## src/rtl/freq_range_ctrl_if.sv

```systemverilog
// Request/result bundle between a measurement consumer and freq_range_ctrl.
// start is a one-cycle request taken only while idle. resultValid rises once per
// measurement and holds count/highRange/overflow stable until resultAck or a new start.
interface freq_range_ctrl_if #(
  parameter int COUNT_W = 16
);
  logic               start;
  logic               resultAck;
  logic               busy;
  logic               resultValid;
  logic [COUNT_W-1:0] count;
  logic               highRange;
  logic               overflow;

  modport master (
    output start, resultAck,
    input  busy, resultValid, count, highRange, overflow
  );

  modport slave (
    input  start, resultAck,
    output busy, resultValid, count, highRange, overflow
  );
endinterface

```

## src/rtl/freq_range_ctrl.sv

```systemverilog
// Auto-ranging gate-window edge counter: settles, counts, and switches the prescaler
// range at most once per measurement before publishing the result.
module freq_range_ctrl #(
  parameter int GATE_CYCLES   = 1000,
  parameter int SETTLE_CYCLES = 8,
  parameter int COUNT_W       = 16,
  parameter int HIGH_THRESH   = 40000,
  parameter int LOW_THRESH    = 3000
) (
  input  logic                    clk,
  input  logic                    rst_n,
  input  logic                    signalIn,
  output logic                    frequencyControl,
  output logic [1:0]              state_dbg,
  freq_range_ctrl_if.slave        bus
);
  typedef enum logic [1:0] {IDLE, SETTLE, GATE, EVAL} state_t;

  localparam int TIMER_W = $clog2((GATE_CYCLES > SETTLE_CYCLES) ? GATE_CYCLES : SETTLE_CYCLES);
  localparam logic [TIMER_W-1:0] SETTLE_LAST = TIMER_W'(SETTLE_CYCLES - 1);
  localparam logic [TIMER_W-1:0] GATE_LAST   = TIMER_W'(GATE_CYCLES - 1);
  localparam logic [COUNT_W-1:0] CNT_MAX     = '1;
  localparam logic [COUNT_W-1:0] HI_T        = COUNT_W'(HIGH_THRESH);
  localparam logic [COUNT_W-1:0] LO_T        = COUNT_W'(LOW_THRESH);

  state_t               state, state_next;
  logic [TIMER_W-1:0]   timer;
  logic [COUNT_W-1:0]   edge_cnt;
  logic                 edge_ovf;
  logic                 switched;
  logic                 sync1, sync2, dly;
  logic                 rise;
  logic                 switch_up, switch_dn;
  logic                 busy_q, valid_q, high_q, ovf_q;
  logic [COUNT_W-1:0]   count_q;

  assign rise      = sync2 & ~dly;
  assign switch_up = !switched && !frequencyControl && ((edge_cnt > HI_T) || edge_ovf);
  assign switch_dn = !switched &&  frequencyControl && (edge_cnt < LO_T);

  assign state_dbg       = state;
  assign bus.busy        = busy_q;
  assign bus.resultValid = valid_q;
  assign bus.count       = count_q;
  assign bus.highRange   = high_q;
  assign bus.overflow    = ovf_q;

  always_ff @(posedge clk or negedge rst_n) begin
    if (!rst_n) state <= IDLE;
    else        state <= state_next;
  end

  always_comb begin
    state_next = state;
    case (state)
      IDLE:    if (bus.start) state_next = SETTLE;
      SETTLE:  if (timer == SETTLE_LAST) state_next = GATE;
      GATE:    if (timer == GATE_LAST) state_next = EVAL;
      EVAL:    state_next = (switch_up || switch_dn) ? SETTLE : IDLE;
      default: state_next = IDLE;
    endcase
  end

  // Timer restarts on every state change so SETTLE and GATE each run their exact length.
  always_ff @(posedge clk or negedge rst_n) begin
    if (!rst_n)                                  timer <= '0;
    else if (state == IDLE || state_next != state) timer <= '0;
    else                                         timer <= timer + 1'b1;
  end

  always_ff @(posedge clk or negedge rst_n) begin
    if (!rst_n) begin
      sync1            <= 1'b0;
      sync2            <= 1'b0;
      dly              <= 1'b0;
      edge_cnt         <= '0;
      edge_ovf         <= 1'b0;
      switched         <= 1'b0;
      frequencyControl <= 1'b0;
      busy_q           <= 1'b0;
      valid_q          <= 1'b0;
      count_q          <= '0;
      high_q           <= 1'b0;
      ovf_q            <= 1'b0;
    end else begin
      sync1 <= signalIn;
      sync2 <= sync1;
      dly   <= sync2;
      if (bus.resultAck) valid_q <= 1'b0;
      case (state)
        IDLE: begin
          // A start in the same cycle as resultAck still begins a new measurement.
          if (bus.start) begin
            busy_q   <= 1'b1;
            valid_q  <= 1'b0;
            switched <= 1'b0;
            edge_cnt <= '0;
            edge_ovf <= 1'b0;
          end
        end
        GATE: begin
          if (rise) begin
            if (edge_cnt == CNT_MAX) edge_ovf <= 1'b1;
            else                     edge_cnt <= edge_cnt + 1'b1;
          end
        end
        EVAL: begin
          if (switch_up || switch_dn) begin
            frequencyControl <= switch_up;
            switched         <= 1'b1;
            edge_cnt         <= '0;
            edge_ovf         <= 1'b0;
          end else begin
            count_q <= edge_cnt;
            high_q  <= frequencyControl;
            ovf_q   <= edge_ovf;
            valid_q <= 1'b1;
            busy_q  <= 1'b0;
          end
        end
        default: ;
      endcase
    end
  end
endmodule

```

## src/flat_wrapper.sv

```systemverilog
// flat-port wrapper written by rule: the top's interface ports become plain ports
module freq_range_ctrl_flat 
#(
  parameter int GATE_CYCLES   = 1000,
  parameter int SETTLE_CYCLES = 8,
  parameter int COUNT_W       = 16,
  parameter int HIGH_THRESH   = 40000,
  parameter int LOW_THRESH    = 3000
)
  (clk, rst_n, signalIn, frequencyControl, state_dbg, bus_start, bus_resultAck, bus_busy, bus_resultValid, bus_count, bus_highRange, bus_overflow);
  freq_range_ctrl_if #(.COUNT_W(COUNT_W)) bus_i ();
  input  logic clk;
  input  logic rst_n;
  input  logic signalIn;
  output logic frequencyControl;
  output logic [1:0] state_dbg;
  input wire logic [$bits(bus_i.start)-1:0] bus_start;
  input wire logic [$bits(bus_i.resultAck)-1:0] bus_resultAck;
  output wire logic [$bits(bus_i.busy)-1:0] bus_busy;
  output wire logic [$bits(bus_i.resultValid)-1:0] bus_resultValid;
  output wire logic [$bits(bus_i.count)-1:0] bus_count;
  output wire logic [$bits(bus_i.highRange)-1:0] bus_highRange;
  output wire logic [$bits(bus_i.overflow)-1:0] bus_overflow;
  assign bus_i.start = bus_start;
  assign bus_i.resultAck = bus_resultAck;
  assign bus_busy = bus_i.busy;
  assign bus_resultValid = bus_i.resultValid;
  assign bus_count = bus_i.count;
  assign bus_highRange = bus_i.highRange;
  assign bus_overflow = bus_i.overflow;
  freq_range_ctrl #(.GATE_CYCLES(GATE_CYCLES), .SETTLE_CYCLES(SETTLE_CYCLES), .COUNT_W(COUNT_W), .HIGH_THRESH(HIGH_THRESH), .LOW_THRESH(LOW_THRESH)) u_core (.clk(clk), .rst_n(rst_n), .signalIn(signalIn), .frequencyControl(frequencyControl), .state_dbg(state_dbg), .bus(bus_i));
endmodule
```

## config.mk

```make
export PLATFORM = sky130hd
export DESIGN_NAME = freq_range_ctrl_flat
export DESIGN_NICKNAME = d
export VERILOG_FILES = /design/src/rtl/freq_range_ctrl_if.sv /design/src/rtl/freq_range_ctrl.sv /design/src/flat_wrapper.sv
export SDC_FILE = /design/constraint.sdc
export NUM_CORES = 1
export LEC_CHECK = 0
export ABC_AREA = 1
export CORE_ASPECT_RATIO = 0.9
export CORE_UTILIZATION = 51
export CTS_CLUSTER_SIZE = 20
export DETAILED_ROUTE_END_ITERATION = 8
export MAX_ROUTING_LAYER = met4
export PLACE_DENSITY = 0.86
export SYNTH_ARGS = -nofsm -noshare
export SYNTH_HDL_FRONTEND = slang
export SYNTH_SLANG_ARGS = --single-unit
```

## constraint.sdc

```tcl
create_clock -name clk -period 1.7 [get_ports clk]
set_clock_uncertainty 0.05 [all_clocks]
set_input_delay 0.34 -clock clk [delete_from_list [all_inputs] [get_ports clk]]
set_output_delay 0.34 -clock clk [all_outputs]
set_load 0.1 [all_outputs]
```

* After elaboration in Yosys (flattened, before gate mapping)
Cells that the tools add are included.
Operators by class: reductions and logical operators 18, add/subtract/negate cells 2, mux-type cells 25, $lt $le $gt $ge 2, div/mod/pow operators 0, eq/ne operators 13, shift-type cells 0, multipliers 0, bitwise operators 3
Operators with widths (count):
- $mux W16 | 4
- $pmux W16 S3 | 1
- $add A16 B1 Y16 const B | 1
- $eq A16 B16 Y1 const B | 1
- $gt A16 B16 Y1 const B | 1
- $lt A16 B12 Y1 const B | 1
- $mux W1 | 11
- $add A10 B1 Y10 const B | 1
- $eq A10 B10 Y1 const B | 1
- $eq A10 B3 Y1 const B | 1
- $mux W10 | 1
- $reduce_and A5 Y1 | 2
- $pmux W2 S4 | 1
- $mux W2 | 3
- $ne A2 B1 Y1 const B | 3
- $ne A2 B2 Y1 const B | 3
- $pmux W1 S2 | 3
- $reduce_and A3 Y1 | 2
- $eq A2 B2 Y1 const B | 2
- $logic_and A1 B1 Y1 | 4
- $reduce_and A2 Y1 | 2
- $logic_or A1 B1 Y1 | 3
- $pmux W1 S3 | 1
- $reduce_bool A3 Y1 | 1
- 7 further kinds | 9
Word-level totals: input bits 5, memory bits (writable) 0, flip-flop bits (word level) 54, latch bits 0, memories 0, bits in read-only memories 0

* Longest topological paths before layout
Gate-level depths: netlist (run 1).
word-level depth 9, mapped depth 16

* Worst setup path before layout (run 1)
No wires, ideal clock.
kind reg2reg, start register u_core.state[0] (netlist: u_core.state_dbg[0]), end register u_core.edge_cnt[0], data arrival time 2.374 ns, data required time 1.533 ns, clock period less this slack 2.541 ns, path slack -0.841 ns, stages on the path, launching flop included 10, buffers on the path 1, path through dfrtp_1 > inv_1 > ha_1 > inv_1 > a21oi_1 > nor3_1 > nand2_4 > buf_8 > nand2_2 > o21ai_2
On the way: cells in the longest elaborated chain, start to end 3, elaborated cells on any way between the ends 10
RTL lines:
- from (decl) | RTL line freq_range_ctrl.sv:26 | state_t state, state_next;
- from (signal assigned) | RTL line freq_range_ctrl.sv:50 | else state <= state_next;
- $eq A2 B2 Y1 or $logic_not A2 Y1 (tied branches) | RTL line freq_range_ctrl.sv:90 | case (state)
- $ne A2 B2 Y1 (no line), or another cell as far along
- $reduce_and A5 Y1 (no line)
- to (signal assigned) | RTL line freq_range_ctrl.sv:104 | else edge_cnt <= edge_cnt + 1'b1;
- to (decl) | RTL line freq_range_ctrl.sv:28 | logic [COUNT_W-1:0] edge_cnt;
Parallel ways exist; a longest one is shown, timed or not. A chain may end at the register's enable or synchronous reset.

* Final worst setup path (run 1)
start register u_core.edge_cnt[6], end register u_core.edge_cnt[11]
On the way: cells in the longest elaborated chain, start to end 6, elaborated cells on any way between the ends 14
RTL lines:
- $gt A16 B16 Y1 | RTL line freq_range_ctrl.sv:38 | assign switch_up = !switched && !frequencyControl && ((edge_cnt > HI_T) || edge_ovf);
- $logic_or A1 B1 Y1 | RTL line freq_range_ctrl.sv:38
- $logic_and A1 B1 Y1 | RTL line freq_range_ctrl.sv:38
- $logic_or A1 B1 Y1 | RTL line freq_range_ctrl.sv:108 | if (switch_up || switch_dn) begin
- $ne A2 B1 Y1 (no line)
- $reduce_and A5 Y1 (no line)
Parallel ways exist; a longest one is shown, timed or not. The select of a mux whose other input is x is not followed.

==> results of run 1 <==
logic make-up (layout without fill, tap and decap cells):
| logic type | Yosys count | after routing | synth area share |
|---|---|---|---|
| compound gates | 39 | 39 | 0.0906 |
| simple gates | 199 | 200 | 0.294 |
| flops | 54 | 54 | 0.464 |
| xor+xnor | 18 | 18 | 0.0541 |
| buf+inv | 43 | 147 | 0.0717 |
| fa+ha+maj | 6 | 6 | 0.0258 |
report_power, final:
group | total, mW | internal [mW] | switching (mW) | leakage, nW
combinational | 1.99 | 0.808 | 1.18 | 1.46
sequential | 1.39 | 1.34 | 0.0546 | 0.726
clock | 0.810 | 0.300 | 0.510 | 0.0489
total | 4.20 | 2.45 | 1.75 | 2.23
cells in the final DEF, fill, tap and decap left out, drive strengths merged:
| cell type | instances |
|---|---|
| nand2 | 115 |
| buf | 105 |
| dfrtp | 54 |
| nor2 | 41 |
| inv | 32 |
| o21ai | 31 |
| nand3 | 20 |
| xor2 | 16 |
| or2 | 8 |
| nand4 | 7 |
| nor3 | 6 |
| ha | 6 |
| clkbuf | 5 |
| a21oi | 4 |
| clkdlybuf4s50 | 3 |
| nand3b | 2 |
| o31ai | 2 |
| xnor2 | 2 |
| a22oi | 1 |
| o22ai | 1 |
| nor4 | 1 |
| clkinv | 1 |
| dlygate4sd3 | 1 |
routing by layer:
layer	wire length [µm]	up-vias
li1	-	1349
met3	1400	119
met4	1030	0
met2	5520	362
met1	4310	1605
met5	0	-
state kept, by name, indices dropped and copies added, names as in the netlist, 2 cells and up:
name / cells
u_core.timer: 10
u_core.edge_cnt: 16
u_core.state_dbg: 2
u_core.bus.count: 16
worst paths after layout:
path / end / slack (ps) / cells after the start
worst max-delay path: u_core.edge_cnt[11] / -460 / 12
worst min-delay path: u_core.sync2 / 310 / 0
worst max register to register: u_core.edge_cnt[11] / -460 / 12
worst min register to register: u_core.sync2 / 310 / 0
max in group asynchronous: u_core.edge_cnt[11] / 750 / 3
min in group asynchronous: u_core.timer[2] / 490 / 3
synthesized netlist by cell type, drive strengths merged:
cell type / number
a21oi: 4
xor2: 16
nor4: 1
o21ai: 31
clkbuf: 2
nor2: 41
o31ai: 2
dfrtp: 54
o22ai: 1
nor3: 6
nand4: 7
or2: 8
inv: 30
buf: 11
a22oi: 1
nand3b: 2
xnor2: 2
nand2: 114
ha: 6
nand3: 20
layout make-up:
class,count,area [µm²]
well taps,67,83.8
fillers,234,777
repair buffers,109,1240
clock buffers,5,68.8
inverters,30,130
flip-flops and latches,54,1370
clock inverters,3,22.5
multi-input cells,263,1690
critical path: cells and delay by family (launching register included):
family,cells,cell delay (ps)
AND/OR/NAND/NOR,4,320
buffers and inverters,5,700
flip-flops,1,470
AO/OA/AOI/OAI,3,510
what timing repair did:
action | in CTS | in global routing
resized for setup | 46 | 74
cloned | 5 | 0
hold buffers | 1 | 0
buffers inserted | 15 | 18
endpoints found under the setup margin | 36 | 50
hold endpoints to repair | 38 | 0
pin swaps | 10 | 26
==> results.yml, run 1 <==
outcome:
  status: "finished, violations left"
  failed_checks: "setup timing"
setup_path:
  cpMostUsedCell: "o21ai_2"
  cp.arrival_ps: 2340
  timing.rr.start: "u_core.edge_cnt[6]"
  worstSetupPathType: "flop to flop"
  critPathLaunchType: "flop"
  end_kind: "flop"
  cp_slowest_stage_delay_ps: 470
  slowest_stage: "dfrtp_2"
  crit_chain: "buf_4 -> buf_4 -> o21ai_2 -> o21ai_2 -> nand3_2 -> nand2_2 -> inv_4 -> nand2_4 -> buf_6 -> buf_16 -> nand2_2 -> o21ai_2"
  path_max_fanout: 5
  cp-startpoint: "u_core.edge_cnt[6]"
  crit_required_ps: 1870
clock_network:
  cts_made_buffers: 5
  clkTransAtPathRegs_ps: 110
  clk_latency_ps: 340
  cts_root_buf: "clkbuf_8"
  cts_tree: "done"
  cts.sinks: 54
  clk_path_buf_depth: 2
  htree_num_levels: 2
synthesis:
  synthDistinctLibCells: 29
  synth_nets: 370
  synth_largest_area_cell: "dfrtp_1"
  syn_area_um2: 2910
  seq_area_frac_synth: 0.464
  synth.area.top_cells: "dfrtp_1 46%, nand2_1 14%, nor2_1 5.3%"
  synth_top_area_share: 0.464
  postSynthAreaPerCell_um2: 8.12
  yosys_warnings: 0
  synthCells: 359
  synth_seq_cells: 54
sta:
  hold_violations: 0
  final_max_slew_viol_count: 0
  setup_viol: 51
  final.setup.tns_ps: -17970
  whs_ps: 309
  fmax_mhz: 462
  fin_ws_ps: -464
  min_period_ps: 2160
  slew_headroom: 0.674
  max_slew.worst_pin.slew_ps: 485
  fin_crit_sh: 1.27
  rsz0062_at_grt: "true"
min_path:
  min_from: "u_core.sync1"
  min_path_type: "flop to flop"
global_routing:
  use_met1: 0.433
  grt_overflow: 0
  met2_usage: 0.529
  grt_pass1_wl_mm: 14.8
  grt_max_degree: 29
  grt_use_total: 0.343
  top_usage_layer: "met2"
  grt_pass1_vias: 3031
  met3_usage: 0.0497
  antenna_found_initial: 0
drt:
  wl_per_cell_um: 23.1
  drc: 0
  first_iter_violations: 519
  first_pass_iters: 7
  ant_nets: 0
  wirelength_mm: 12.3
  vias: 3435
  routed_via_density: 6.47
place:
  dpl_cell_area_um2: 3830
  dp_hpwl_mm: 5.02
  io_buffers: 27
  placed_cells: 487
  routabilityCongestion: 0.928
  pre_cts_ws_ps: -66.6
floorplanning:
  num_rows: 25
  fp.dieW_um: 81.7
  io_pins: 28
  start_util: 0.542
  core-area_um2: 5380
  fp.dieH_um: 73.7
  dieArea_um2: 6020
run:
  max-cap-violations: 0
finish:
  fin_cells: 531
  final_util: 0.856
  drive_gt1_frac: 0.502
  final_area_um2: 4600
  diodes: 0
  layout.nets: 474
  synthToLayoutAreaGrowth_pct: 58.0
pwr:
  total_power_mw: 4.20
  powerDensity_nw_per_um2: 912
  irDropWorstVdd_mv: 1.25
  leakagePower_nw: 2.23
Power figures use the tool's default switching activity.
==> inputs of run 2 (changes only) <==
--- a/config.mk
+++ b/config.mk
@@ -6,9 +6,8 @@
 export NUM_CORES = 1
 export LEC_CHECK = 0
 export ABC_AREA = 1
-export CORE_ASPECT_RATIO = 0.9
+export CORE_ASPECT_RATIO = 1.75
 export CORE_UTILIZATION = 51
-export CTS_CLUSTER_SIZE = 20
 export DETAILED_ROUTE_END_ITERATION = 8
 export MAX_ROUTING_LAYER = met4
 export PLACE_DENSITY = 0.86
==> results.yml, run 2 (same netlist as run 1, synthesis figures left out) <==
setup_path:
  end_kind: "flop"
  worstSetupPathType: "flop to flop"
  path_max_fanout: 6
  timing.rr.start: "u_core.edge_cnt[1]"
  cp.arrival_ps: 2150
  critPathLaunchType: "flop"
  cp-startpoint: "u_core.edge_cnt[1]"
  crit_required_ps: 1880
run:
  max-cap-violations: 0
finish:
  layout_common_cells: "90 x nand2_1, 60 x buf_4, 47 x dfrtp_1"
  diodes: 0
  nFillCells: 287
  ff_latch_area_um2: 1370
  final_area_um2: 4460
  multiInputGateArea_um2: 1640
  synthToLayoutAreaGrowth_pct: 53.1
  fin_cells: 527
  mostFrequentLayoutCell: "nand2_1"
  layout.nets: 461
  drive_gt1_frac: 0.441
clock_network:
  cts_made_buffers: 5
  cts_root_buf: "clkbuf_8"
  htree_num_levels: 2
  clkTransAtPathRegs_ps: 90
  cts_tree: "done"
  clk_latency_ps: 330
  clk_path_buf_depth: 2
  cts.sinks: 54
drt:
  vias: 3059
  wirelength_mm: 10.2
  wl_per_cell_um: 19.4
  ant_nets: 0
  first_pass_iters: 6
  routed_via_density: 5.80
  first_iter_violations: 232
  drc: 0
global_routing:
  grt_overflow: 0
  antenna_found_initial: 0
  use_met1: 0.360
  met2_usage: 0.572
  grt_use_total: 0.339
  grt_max_degree: 55
  top_usage_layer: "met2"
  grt_pass1_vias: 2902
  grt_pass1_wl_mm: 14.4
  met3_usage: 0.0646
floorplanning:
  fp.dieH_um: 102
  fp.dieW_um: 59.1
  core-area_um2: 5540
  start_util: 0.526
  io_pins: 28
  dieArea_um2: 6030
  num_rows: 36
pwr:
  total_power_mw: 4.10
  irDropWorstVdd_mv: 0.820
  powerDensity_nw_per_um2: 918
  leakagePower_nw: 2.12
sta:
  whs_ps: 324
  min_period_ps: 1970
  max_slew.worst_pin.slew_ps: 336
  fmax_mhz: 507
  fin_crit_sh: 1.16
  slew_headroom: 0.774
  fin_ws_ps: -274
  setup_viol: 51
  final_max_slew_viol_count: 0
  final.setup.tns_ps: -8790
  rsz0062_at_grt: "true"
  hold_violations: 0
outcome:
  status: "finished, violations left"
  failed_checks: "setup timing"
min_path:
  min_path_type: "flop to flop"
  min_from: "u_core.sync1"
place:
  placed_cells: 493
  io_buffers: 27
  routabilityCongestion: 0.930
  dp_hpwl_mm: 5.50
  dpl_cell_area_um2: 3830
run 2: changes by cell type in the layout (fill, tap and decap cells not counted), moves of 3 or more:
cell / before / now
buf_4: 68 / 60
buf_6: 6 / 0
inv_2: 7 / 4
nand2_1: 78 / 90
nand2_2: 22 / 12
nand2_4: 15 / 11
nand3_1: 12 / 15
nand3_2: 7 / 4
run 2: where the power goes:
group | internal, mW | leakage, nW | switching (mW)
Clock | 0.330 | 0.0482 | 0.451
Sequential | 1.34 | 0.730 | 0.0515
Combinational | 0.779 | 1.34 | 1.15
Total | 2.45 | 2.12 | 1.65
run 2: area by class of cell:
cell class / instances / share of cell area
flip-flops and latches: 54 / 0.306
multi-input cells: 263 / 0.367
repair buffers: 96 / 0.256
clock buffers: 7 / 0.0193
inverters: 30 / 0.0286
clock inverters: 1 / 0.00112
well taps: 76 / 0.0213
run 2: per-stage QoR:
| step | util | setup slack [ps] |
|---|---|---|
| final | 0.805 | -274 |
| after floorplan | - | -60.5 |
| after global routing | 0.805 | -381 |
| after global placement | 0.691 | -174 |
| after detailed placement | 0.691 | -217 |
| after CTS | 0.766 | -93.2 |
run 2: worst paths after layout:
path / to / slack (ps) / cells after the start
min reg2reg: u_core.sync2 / 320 / 0
min: u_core.sync2 / 320 / 0
max reg2reg: u_core.edge_cnt[13] / -270 / 11
max in group asynchronous: u_core.edge_cnt[7] / 850 / 3
min in group asynchronous: u_core.state_dbg[1] / 480 / 3
max: u_core.edge_cnt[13] / -270 / 11
run 2: critical path, stage by stage (launching register included):
cell	delay, ps
dfrtp_1	420
buf_4	150
ha_2	180
nand3_2	110
inv_1	70
nand2_1	110
nor3_2	90
nor3_4	230
nand2_8	170
buf_12	190
nand2_4	60
o21ai_2	50
run 2: timing repair:
action	CTS	global route
buffers inserted	13	9
hold buffers	1	0
cloned	4	1
pin swaps	1	13
endpoints found under the hold margin	54	0
resized for setup	47	34
endpoints found under the setup margin	49	51
run 2: routing by layer:
metal	part of all wire	vias to the layer above	wire [µm]
li1	-	1322	-
met1	0.34	1473	3450
met2	0.53	196	5470
met3	0.064	68	651
met4	0.064	0	654
met5	0	-	0
